===== config.mk =====
export PLATFORM = sky130hd
export DESIGN_NAME = pkt_src_arbiter
export DESIGN_NICKNAME = d
export VERILOG_FILES = /design/src/rtl/pkt_arb_pkg.sv /design/src/rtl/rr_arbiter.sv /design/src/rtl/pkt_src_arbiter.sv
export SDC_FILE = /design/constraint.sdc
export NUM_CORES = 1
export LEC_CHECK = 0
export ABC_AREA = 1
export CAP_MARGIN = 20
export CELL_PAD_IN_SITES_DETAIL_PLACEMENT = 1
export CELL_PAD_IN_SITES_GLOBAL_PLACEMENT = 1
export CORE_ASPECT_RATIO = 0.6
export CORE_MARGIN = 10
export CORE_UTILIZATION = 26
export DETAILED_ROUTE_END_ITERATION = 16
export MAX_ROUTING_LAYER = met4
export PLACE_DENSITY_LB_ADDON = 0.1
export SLEW_MARGIN = 10
export SYNTH_ARGS = -nofsm -noshare
export SYNTH_HDL_FRONTEND = slang
export SYNTH_SLANG_ARGS = --single-unit

===== constraint.sdc =====
create_clock -name clk -period 5.2 [get_ports clk]
set_clock_uncertainty 0.2 [all_clocks]
set_input_delay 1.3 -clock clk [delete_from_list [all_inputs] [get_ports clk]]
set_output_delay 1.3 -clock clk [all_outputs]
set_load 0.01 [all_outputs]

===== src/rtl/pkt_arb_pkg.sv =====
// rtl/pkt_arb_pkg.sv - shared types and header helpers for the packet source arbiter
package pkt_arb_pkg;

  typedef enum logic [1:0] {IDLE, HDR, PAY} arb_state_t;

  localparam int LEN_LSB   = 0;
  localparam int DEF_LEN_W = 16;
  localparam int HDR_W     = 32;

  // Returns the length field of a header word, masked to len_w bits.
  function automatic logic [HDR_W-1:0] hdr_len(input logic [HDR_W-1:0] hdr,
                                               input int len_w);
    logic [HDR_W-1:0] mask;
    mask = (len_w >= HDR_W) ? '1 : ((HDR_W'(1) << len_w) - HDR_W'(1));
    return (hdr >> LEN_LSB) & mask;
  endfunction

endpackage


===== src/rtl/rr_arbiter.sv =====
// rtl/rr_arbiter.sv - combinational round-robin pick of the first requester at or after rr_ptr
module rr_arbiter #(
  parameter int N = 4,
  localparam int IW = $clog2(N)
) (
  input  logic [N-1:0]  req,
  input  logic [IW-1:0] rr_ptr,
  output logic [IW-1:0] gnt_idx,
  output logic          gnt_any
);

  assign gnt_any = |req;

  // Scan from the farthest offset down so the nearest requester wins last.
  always_comb begin
    int cand;
    cand    = 0;
    gnt_idx = '0;
    for (int k = N - 1; k >= 0; k--) begin
      cand = int'(rr_ptr) + k;
      if (cand >= N) cand = cand - N;
      if (req[IW'(cand)]) gnt_idx = IW'(cand);
    end
  end

endmodule


===== src/rtl/pkt_src_arbiter.sv =====
// rtl/pkt_src_arbiter.sv - packet-granular round-robin arbiter feeding the parser
module pkt_src_arbiter
  import pkt_arb_pkg::*;
#(
  parameter int NUM_SRC    = 4,
  parameter int DATA_WIDTH = 32,
  parameter int LEN_W      = DEF_LEN_W,
  localparam int IDX_W     = $clog2(NUM_SRC)
) (
  input  logic                                clk,
  input  logic                                rst,
  input  logic [NUM_SRC-1:0][DATA_WIDTH-1:0]  src_data,
  input  logic [NUM_SRC-1:0]                  src_valid,
  output logic [NUM_SRC-1:0]                  src_ready,
  output logic [DATA_WIDTH-1:0]               data_out,
  output logic                                valid_out,
  input  logic                                ready_in,
  output logic [IDX_W-1:0]                    grant_id,
  output logic                                busy,
  output logic                                pkt_done
);

  arb_state_t        r_state;
  logic [IDX_W-1:0]  r_rr_ptr;
  logic [IDX_W-1:0]  r_grant;
  logic [LEN_W-1:0]  r_remaining;
  logic              r_busy;
  logic              r_pkt_done;

  logic [IDX_W-1:0]  w_gnt_idx;
  logic              w_gnt_any;
  logic              w_hs;
  logic [LEN_W-1:0]  w_len;
  logic [IDX_W-1:0]  w_next_ptr;

  rr_arbiter #(.N(NUM_SRC)) u_rr (
    .req     (src_valid),
    .rr_ptr  (r_rr_ptr),
    .gnt_idx (w_gnt_idx),
    .gnt_any (w_gnt_any)
  );

  // Data path is pure pass-through of the granted source; r_busy gates it off in IDLE.
  assign data_out  = src_data[r_grant];
  assign valid_out = r_busy & src_valid[r_grant];
  assign w_hs      = valid_out & ready_in;
  assign w_len     = LEN_W'(hdr_len(HDR_W'(data_out), LEN_W));
  assign w_next_ptr = (r_grant == IDX_W'(NUM_SRC - 1)) ? '0 : r_grant + IDX_W'(1);

  always_comb begin
    src_ready          = '0;
    src_ready[r_grant] = r_busy & ready_in;
  end

  assign grant_id = r_grant;
  assign busy     = r_busy;
  assign pkt_done = r_pkt_done;

  always_ff @(posedge clk) begin
    if (!rst) begin
      r_state     <= IDLE;
      r_rr_ptr    <= '0;
      r_grant     <= '0;
      r_remaining <= '0;
      r_busy      <= 1'b0;
      r_pkt_done  <= 1'b0;
    end else begin
      r_pkt_done <= 1'b0;
      case (r_state)
        IDLE: begin
          if (w_gnt_any) begin
            r_grant <= w_gnt_idx;
            r_busy  <= 1'b1;
            r_state <= HDR;
          end
        end
        HDR: begin
          if (w_hs) begin
            if (w_len == '0) begin
              r_pkt_done <= 1'b1;
              r_rr_ptr   <= w_next_ptr;
              r_busy     <= 1'b0;
              r_state    <= IDLE;
            end else begin
              r_remaining <= w_len;
              r_state     <= PAY;
            end
          end
        end
        PAY: begin
          if (w_hs) begin
            r_remaining <= r_remaining - LEN_W'(1);
            if (r_remaining == LEN_W'(1)) begin
              r_pkt_done <= 1'b1;
              r_rr_ptr   <= w_next_ptr;
              r_busy     <= 1'b0;
              r_state    <= IDLE;
            end
          end
        end
        default: begin
          r_busy  <= 1'b0;
          r_state <= IDLE;
        end
      endcase
    end
  end

endmodule


==> results of run 1 <==
[worst max-delay path, delay by kind of cell]
| family | cells | cell delay (ps) |
|---|---|---|
| buffers and inverters | 3 | 1120 |
| AOI/OAI and AO/OA | 3 | 410 |
[power breakdown]
| group | internal [uW] | switching, uW | leakage, uW |
|---|---|---|---|
| registers | 215 | 30.5 | 0.000195 |
| clock network | 154 | 76.3 | 0.0000511 |
| logic | 595 | 813 | 0.00191 |
[state kept, by name, summed over array words and instances, names as in the netlist]
name         flops
busy             1
r_rr_ptr         2
r_state          2
pkt_done         1
grant_id         2
r_remaining     16
[Yosys cell counts, types with 2 or more instances]
| cell type | instances |
|---|---|
| buf_6 | 5 |
| xnor2_1 | 4 |
| a31oi_1 | 3 |
| inv_1 | 48 |
| clkbuf_1 | 15 |
| nand2_1 | 170 |
| nor2_1 | 85 |
| nand3b_1 | 4 |
| o21ai_0 | 58 |
| dfxtp_1 | 24 |
| a21oi_2 | 10 |
| o22ai_1 | 17 |
| nor3_1 | 4 |
| buf_4 | 3 |
| inv_2 | 2 |
| xor2_1 | 3 |
| o21ai_1 | 2 |
| buf_2 | 11 |
| ha_1 | 9 |
| a21oi_1 | 15 |
| nand3_1 | 60 |
[routing by layer]
layer  wire, um  share of wire (%)  vias to the layer above  GRT usage [%]
li1           -                  -                     2105              -
met1       7820                 49                     1923           26.8
met2       7070                 44                      115           30.7
met3       1180                7.3                        4           4.42
met4         43               0.27                        0           1.28
met5          0                  0                        -              -
[cells by family (layout without fill, tap and decap cells)]
group | Yosys count | count (layout) | share of synthesized area [%]
AO/OA/AOI/OAI | 107 | 107 | 20.3
XOR/XNOR | 7 | 7 | 2.06
adder cells (fa/ha/maj) | 9 | 9 | 3.79
buffers and inverters | 85 | 236 | 12.8
flip-flops | 24 | 24 | 16.2
other | 0 | 1 | 0
AND/OR/NAND/NOR | 327 | 327 | 44.8
[layout make-up]
cell class,instances,area [um^2]
diodes,1,2.50
clock buffers,3,75.1
clock inverters,1,30.0
fillers,1520,6360
inverters,51,191
multi-input cells,450,2110
flip-flops and latches,24,482
well taps,144,180
repair buffers,181,1800
[final timing paths]
kind                         end            from  slack [ps]
hold reg to reg   r_remaining[4]  r_remaining[4]         320
setup reg to reg  r_remaining[9]     grant_id[0]        2000
setup / recovery       valid_out    src_valid[1]         860
hold / removal    r_remaining[4]  r_remaining[4]         320
[per-stage QoR]
stage | instance area [um^2] | total power (uW) | std cells | hold WS, ps
finish | 4870 | 1880 | 855 | 319
CTS | 4860 | 1900 | 854 | 328
global route | 4870 | 2070 | 855 | 350
floorplan | 2970 | 1040 | 559 | 274
detailed placement | 4760 | 1660 | 850 | 312
global placement | 4760 | 1630 | 850 | 303
==> results.cfg, run 1 <==
[min_path]
worstHoldPathCells = 2
holdCritPathClass = flop to flop

[setup_path]
worst_ep_arrival_time_ps = 2840
crit_chain = clkdlybuf4s50_1, inv_1, a21oi_1, o21ai_1, a21boi_0, clkdlybuf4s50_1
critPathMaxStageDelay_ps = 560
worst_r2r_path_depth = 14
critPathKind = input pin to output port
cp_max_fo = 3
cp_slowest_cell = clkdlybuf4s50_1
start_kind = input pin
crit_top_cell = clkdlybuf4s50_1
cp.required_ps = 3700
cp-end-kind = output port

[yosys]
syn_inst = 559
synth_area_leaders = nand2_1 21%, dfxtp_1 16%, nor2_1 11%, nand3_1 10%, o21ai_0 9.8%
yosys.area.top_type_share_pct = 21.5
yosys_most_used_dff = dfxtp_1
avgSynthCellArea_um2 = 5.32
yosys_warnings = 0
netlist_area_um2 = 2970
async_flop_share_pct = 0
ys_seq_area_share_pct = 16.2
synth_nets = 703
ys_ff_latch = 24
yosys.cell_types.count = 28
synth_edf_count = 0
yosys.area.top_type = nand2_1

[routing]
vias_per_cell = 4.85
wl_um = 16100
drtAntennaViolNets = 0
remaining_drc_errors = 0
wl_per_cell_um = 18.8
vias = 4147
drtPass1Iterations = 4
drt_iter0_markers = 235

[clock_network]
cts.htree.levels = 1
insertion_delay_ps = 270
ctsHoldBuffers = 0
tritoncts = yes
cts_made_buffers = 3
cts_setup_buffers = 0
cts_buffer_depth = 2
clk_pin_slew_worst_paths_ps = 70
root_buffer = clkbuf_16
cts_resized = 0
cts_sinks = 24

[run]
drv_cap = 0

[power]
p_per_area_nw_per_um2 = 387
cellLeakagePower_uw = 0.00216
ir_drop_uv = 170

[sta]
min_period_ps = 4340
slew_violations = 0
fmax_mhz = 231
layout_setup_ws_ps = 864
fin_crit_sh_pct = 83.4
relSlewSlack_pct = 34.2
worstMarginPinSlew_ps = 985
rsz0062_at_grt = no
hold_viol = 0
setup_viol = 0
fin_tns_setup_ps = 0

[finish]
fin_nets = 855
layout_common_cells = 175 x clkdlybuf4s50_1, 170 x nand2_1, 85 x nor2_1, 60 x nand3_1, 58 x o21ai_0
post-route-util_pct = 43.4
areaGrowthSynthToFinish_pct = 63.8
layout-drive-gt1-share_pct = 3.52
final_common_cell = clkdlybuf4s50_1

[floorplan]
dieArea_um2 = 16200
io_pins = 176
start_util_pct = 26.5
fp-row-count = 30
die_h_um = 103
fp.coreArea_um2 = 11200
die_x_um = 158

[grt]
antenna_found_initial = 1
first_global_vias = 4202
gr-total-overflow = 0
grt_first_pass_wirelength_um = 24700
grt_use_total_pct = 19.8
grt_max_degree = 73

[placed_design]
dp_hpwl_um = 12900
dpl_worst_slack_ps = 870
place_congestion = 0.834
io_buffer_count = 175

[outcome]
status = completed
Note: power is estimated with default switching activity, not from simulation.
==> run 2: changes to the inputs <==
--- a/config.mk
+++ b/config.mk
@@ -11,7 +11,7 @@
 export CELL_PAD_IN_SITES_GLOBAL_PLACEMENT = 1
 export CORE_ASPECT_RATIO = 0.6
 export CORE_MARGIN = 10
-export CORE_UTILIZATION = 26
+export CORE_UTILIZATION = 24
 export DETAILED_ROUTE_END_ITERATION = 16
 export MAX_ROUTING_LAYER = met4
 export PLACE_DENSITY_LB_ADDON = 0.1
==> constraint.sdc (replaced) <==
create_clock -name clk -period 4.3 [get_ports clk]
set_clock_uncertainty 0.2 [all_clocks]
set_input_delay 1.075 -clock clk [delete_from_list [all_inputs] [get_ports clk]]
set_output_delay 1.075 -clock clk [all_outputs]
set_load 0.01 [all_outputs]
==> run 2 against run 1 <==
Effect of this change: first-iteration DRC count grew 3.4%; highest routed layer unchanged; sequential share of layout area decreased by 0.093 points; design area rose by 0.95%; power rose by 23%; global-route usage decreased by 0.66 points; largest cell class unchanged; non-clock buffer count grew 3; register-to-register slack worse by 850 ps; combinational power grew 22%.
==> results.cfg, run 2 (synthesis gave the netlist of run 1 again) <==
[sta]
fin_crit_sh_pct = 91.6
slew_violations = 0
relSlewSlack_pct = 50.8
fmax_mhz = 254
hold_viol = 0
worstMarginPinSlew_ps = 739
min_period_ps = 3940
rsz0062_at_grt = no
setup_viol = 0
fin_tns_setup_ps = 0

[routing]
wirelength_met1_um = 8410
drt_iter0_markers = 243
wl_met3_um = 880
wl_per_cell_um = 18.9
route.met2.wl_um = 7280
wl_um = 16600
vias_per_cell = 4.82
drtAntennaViolNets = 0
routed.top_layer = met4
remaining_drc_errors = 0
vias = 4232
drtPass1Iterations = 4

[finish]
fin_nets = 858
insertedDiodeCount = 0
stdcell_count = 878
final_common_cell = clkdlybuf4s50_1
layout-drive-gt1-share_pct = 3.93
layout_common_cells = 175 x clkdlybuf4s50_1, 170 x nand2_1, 85 x nor2_1, 60 x nand3_1, 58 x o21ai_0
regMostFlops = r_remaining
n_fill_cell = 1632
largest_reg_flops = 16
areaGrowthSynthToFinish_pct = 65.3

[grt]
grt_use_total_pct = 19.1
gr-total-overflow = 0
grt_first_pass_wirelength_um = 25800
antenna_found_initial = 0
first_global_vias = 4316
grt_max_degree = 73

[power]
p_per_area_nw_per_um2 = 470
cellLeakagePower_uw = 0.00217
total_power_uw = 2310
ir_drop_uv = 194

[placed_design]
place_congestion = 0.854
io_buffer_count = 175
dp.cells = 874
dp_hpwl_um = 13300

[setup_path]
cp-end-kind = output port
worst_ep_arrival_time_ps = 2670
cp.required_ps = 3020
r2r_setup_slack_ps = 1150
start_kind = input pin
critPathMaxStageDelay_ps = 580
crit_chain = clkdlybuf4s50_1, inv_1, a21oi_1, o21ai_1, a21boi_0, clkdlybuf4s50_1
cp_max_fo = 3
critPathKind = input pin to output port
cp_slowest_cell = clkdlybuf4s50_1
crit_top_cell = clkdlybuf4s50_1

[floorplan]
start_util_pct = 24.6
io_pins = 176
fp-row-count = 31
die_x_um = 164
fp.coreArea_um2 = 12100
die_h_um = 106
dieArea_um2 = 17400

[clock_network]
root_buffer = clkbuf_16
insertion_delay_ps = 270
tritoncts = yes
cts_resized = 0
cts_buffer_depth = 2
cts_sinks = 24
clk_pin_slew_worst_paths_ps = 70
ctsHoldBuffers = 0
cts_setup_buffers = 0
cts.htree.levels = 1
cts_made_buffers = 3

[run]
drv_cap = 0

[min_path]
holdCritPathClass = flop to flop

[outcome]
status = completed
-- run 2: cell count changes in the layout (fill, tap and decap cells not counted) --
cell | previous run | this run
buf_4 | 6 | 9
diode_2 | 1 | 0
-- run 2: layout make-up --
type                            instances  area [um^2]  share of cell area (%)
Multi-Input combinational cell        450         2110                    42.9
Clock inverter                          1         30.0                   0.611
Timing Repair Buffer                  184         1820                    37.0
Tap cell                              165          206                    4.20
Sequential cell                        24          482                    9.80
Inverter                               51          191                    3.90
Clock buffer                            3         75.1                    1.53
-- run 2: per-layer routing --
| layer | vias up | track usage [%] |
|---|---|---|
| met5 | - | - |
| met4 | 0 | 1.52 |
| met3 | 4 | 3.08 |
| met2 | 120 | 29.3 |
| met1 | 1998 | 26.7 |
| li1 | 2110 | - |
-- run 2: worst max-delay path: cells and delay by family --
| kind | cells | cell delay [ps] |
|---|---|---|
| AO/OA/AOI/OAI | 3 | 440 |
| buffers and inverters | 3 | 1140 |
-- run 2: worst paths after layout --
| path | start | end | cells past startpoint |
|---|---|---|---|
| setup / recovery | src_valid[1] | valid_out | 6 |
| hold / removal | r_remaining[8] | r_remaining[8] | 2 |
| setup reg to reg | grant_id[0] | r_remaining[14] | 14 |
| hold reg to reg | r_remaining[8] | r_remaining[8] | 2 |
-- run 2: power breakdown --
part | total, uW | leakage [uW] | internal [uW] | switching [uW]
Combinational | 1720 | 0.00193 | 725 | 999
Clock | 286 | 0.0000511 | 186 | 100
Sequential | 298 | 0.000195 | 259 | 38.8
Total | 2310 | 0.00217 | 1170 | 1140
-- run 2: through the flow --
stage          instance area, um^2  util, %  hold slack, ps  setup WS (ps)
2_1_floorplan                 2970        -             274           1430
6_report                      4910     40.6             323            359
5_1_grt                       4910     40.6             341            249
3_3_place_gp                  4810     39.7             300            402
4_1_cts                       4910     40.6             325            362
3_5_place_dp                  4810     39.7             313            381
==> run 3: changes to the inputs <==
==> constraint.sdc (replaced) <==
create_clock -name clk -period 4.45 [get_ports clk]
set_clock_uncertainty 0.2 [all_clocks]
set_input_delay 1.1125 -clock clk [delete_from_list [all_inputs] [get_ports clk]]
set_output_delay 1.1125 -clock clk [all_outputs]
set_load 0.01 [all_outputs]
==> run 3 against run 2 <==
Effect of this change: die area unchanged; global-route usage up 0.12 points; utilization down 0.19 points; first-iteration DRC count down 5.8%; highest routed layer unchanged; combinational power down 4%; worst setup slack better by 95 ps.
==> results.cfg, run 3 (synthesis gave the netlist of run 1 again) <==
[setup_path]
r2r_setup_slack_ps = 1350
start_kind = input pin
crit_top_cell = clkdlybuf4s50_1
r2r_start = grant_id[0]
r2r_end = r_remaining[0]
cp_max_fo = 3
worst_r2r_path_depth = 14
cp-end-kind = output port
critPathMaxStageDelay_ps = 570
critPathKind = input pin to output port
worst_ep_arrival_time_ps = 2680
cp.required_ps = 3140
cp_slowest_cell = clkdlybuf4s50_1
cp_top_family = buffers and inverters
crit_chain = clkdlybuf4s50_1, inv_1, a21oi_1, o21ai_1, a21boi_0, clkdlybuf4s50_1
crit_buf_inv = 3

[power]
seq_power_share_pct = 13.1
p_per_area_nw_per_um2 = 453
ir_drop_uv = 156
power_switching_uw = 1090
cellLeakagePower_uw = 0.00216
p_clk_share_pct = 12.4
p_comb_share_pct = 74.5
p_sw_share_pct = 49.2
intPower_uw = 1120

[min_path]
holdPathEnd = r_remaining[8]
worstHoldStart = r_remaining[8]
worstHoldPathCells = 2
holdCritPathClass = flop to flop

[finish]
fin_nets = 855
insertedDiodeCount = 0
largest_reg_flops = 16
areaGrowthSynthToFinish_pct = 64.6
final_common_cell = clkdlybuf4s50_1
layout_common_cells = 175 x clkdlybuf4s50_1, 170 x nand2_1, 85 x nor2_1, 60 x nand3_1, 58 x o21ai_0
layout-drive-gt1-share_pct = 3.52
design_area_um2 = 4890
regMostFlops = r_remaining

[grt]
use_met3_pct = 3.16
met1_usage_pct = 26.4
grt_first_pass_wirelength_um = 25900
grt_max_degree = 73
grt_use_met2_pct = 30.1
busiest_layer = met2
first_global_vias = 4302
antenna_found_initial = 0
grt_use_total_pct = 19.2
gr-total-overflow = 0

[routing]
wl_per_cell_um = 19.1
vias = 4244
drtAntennaViolNets = 0
remaining_drc_errors = 0
drtPass1Iterations = 4
wl_um = 16700
drt_iter0_markers = 229
vias_per_cell = 4.85

[sta]
fmax_mhz = 250
fin_tns_setup_ps = 0
relSlewSlack_pct = 32.1
rsz0062_at_grt = no
min_period_ps = 4000
hold_viol = 0
slew_violations = 0
setup_viol = 0
worstMarginPinSlew_ps = 1020
fin_crit_sh_pct = 89.8

[run]
drv_cap = 0

[clock_network]
cts_setup_buffers = 0
cts_sinks = 24
cts_made_buffers = 3
cts_resized = 0
cts_buffer_depth = 2
clk_pin_slew_worst_paths_ps = 70
tritoncts = yes
insertion_delay_ps = 280
root_buffer = clkbuf_16
ctsHoldBuffers = 0
cts.htree.levels = 1

[floorplan]
io_pins = 176
fp.coreArea_um2 = 12100
fp-row-count = 31
start_util_pct = 24.6
die_h_um = 106
die_x_um = 164
dieArea_um2 = 17400

[placed_design]
io_buffer_count = 175
placed_area_um2 = 4790
place_congestion = 0.873
dp_hpwl_um = 13400

[outcome]
status = completed
run 3: how the worst max path moves through the flow:
| stage | startpoint | endpoint | slack, ps | cells past startpoint |
|---|---|---|---|---|
| 2_1_floorplan | src_valid[1] | valid_out | 1510 | 4 |
| 3_3_place_gp | src_valid[1] | valid_out | 490 | 6 |
| 3_5_place_dp | src_valid[1] | valid_out | 460 | 6 |
| 4_1_cts | src_valid[1] | valid_out | 440 | 6 |
| 5_1_grt | src_valid[1] | valid_out | 340 | 6 |
| 6_report | src_valid[1] | valid_out | 450 | 6 |
run 3: layer usage:
metal / share of wire [%] / up-vias / routed length (um)
li1: - / 2103 / -
met1: 50 / 2038 / 8330
met2: 44 / 97 / 7310
met3: 5.8 / 6 / 971
met4: 0.38 / 0 / 63
met5: 0 / - / 0
run 3: area by class of cell:
class	count	area [um^2]
Tap cell	165	206
Fill cell	1638	7210
Timing Repair Buffer	181	1800
Inverter	51	191
Clock inverter	1	30.0
Clock buffer	3	75.1
Sequential cell	24	482
Multi-Input combinational cell	450	2110
run 3: per-stage QoR:
step | hold slack, ps | instances | power (uW) | util, % | setup WS [ps]
global route | 352 | 875 | 2430 | 40.4 | 342
global placement | 299 | 871 | 1920 | 39.5 | 485
CTS | 314 | 875 | 2240 | 40.4 | 440
finish | 316 | 875 | 2220 | 40.4 | 454
floorplan | 274 | 559 | 1220 | - | 1510
detailed placement | 303 | 871 | 1950 | 39.5 | 464
run 3: power by group through the flow:
stage / Clock, uW / Combinational (uW) / Sequential [uW]
4_1_cts: 281 / 1670 / 289
2_1_floorplan: 0 / 934 / 286
3_5_place_dp: 0 / 1660 / 293
6_report: 275 / 1650 / 290
5_1_grt: 288 / 1850 / 295
3_3_place_gp: 0 / 1630 / 291
run 3: worst register-to-register path, delay by kind of cell, from the launching register on:
kind	cells	cell delay [ps]
buf+inv	3	1100
flops	1	330
simple gates	11	1350
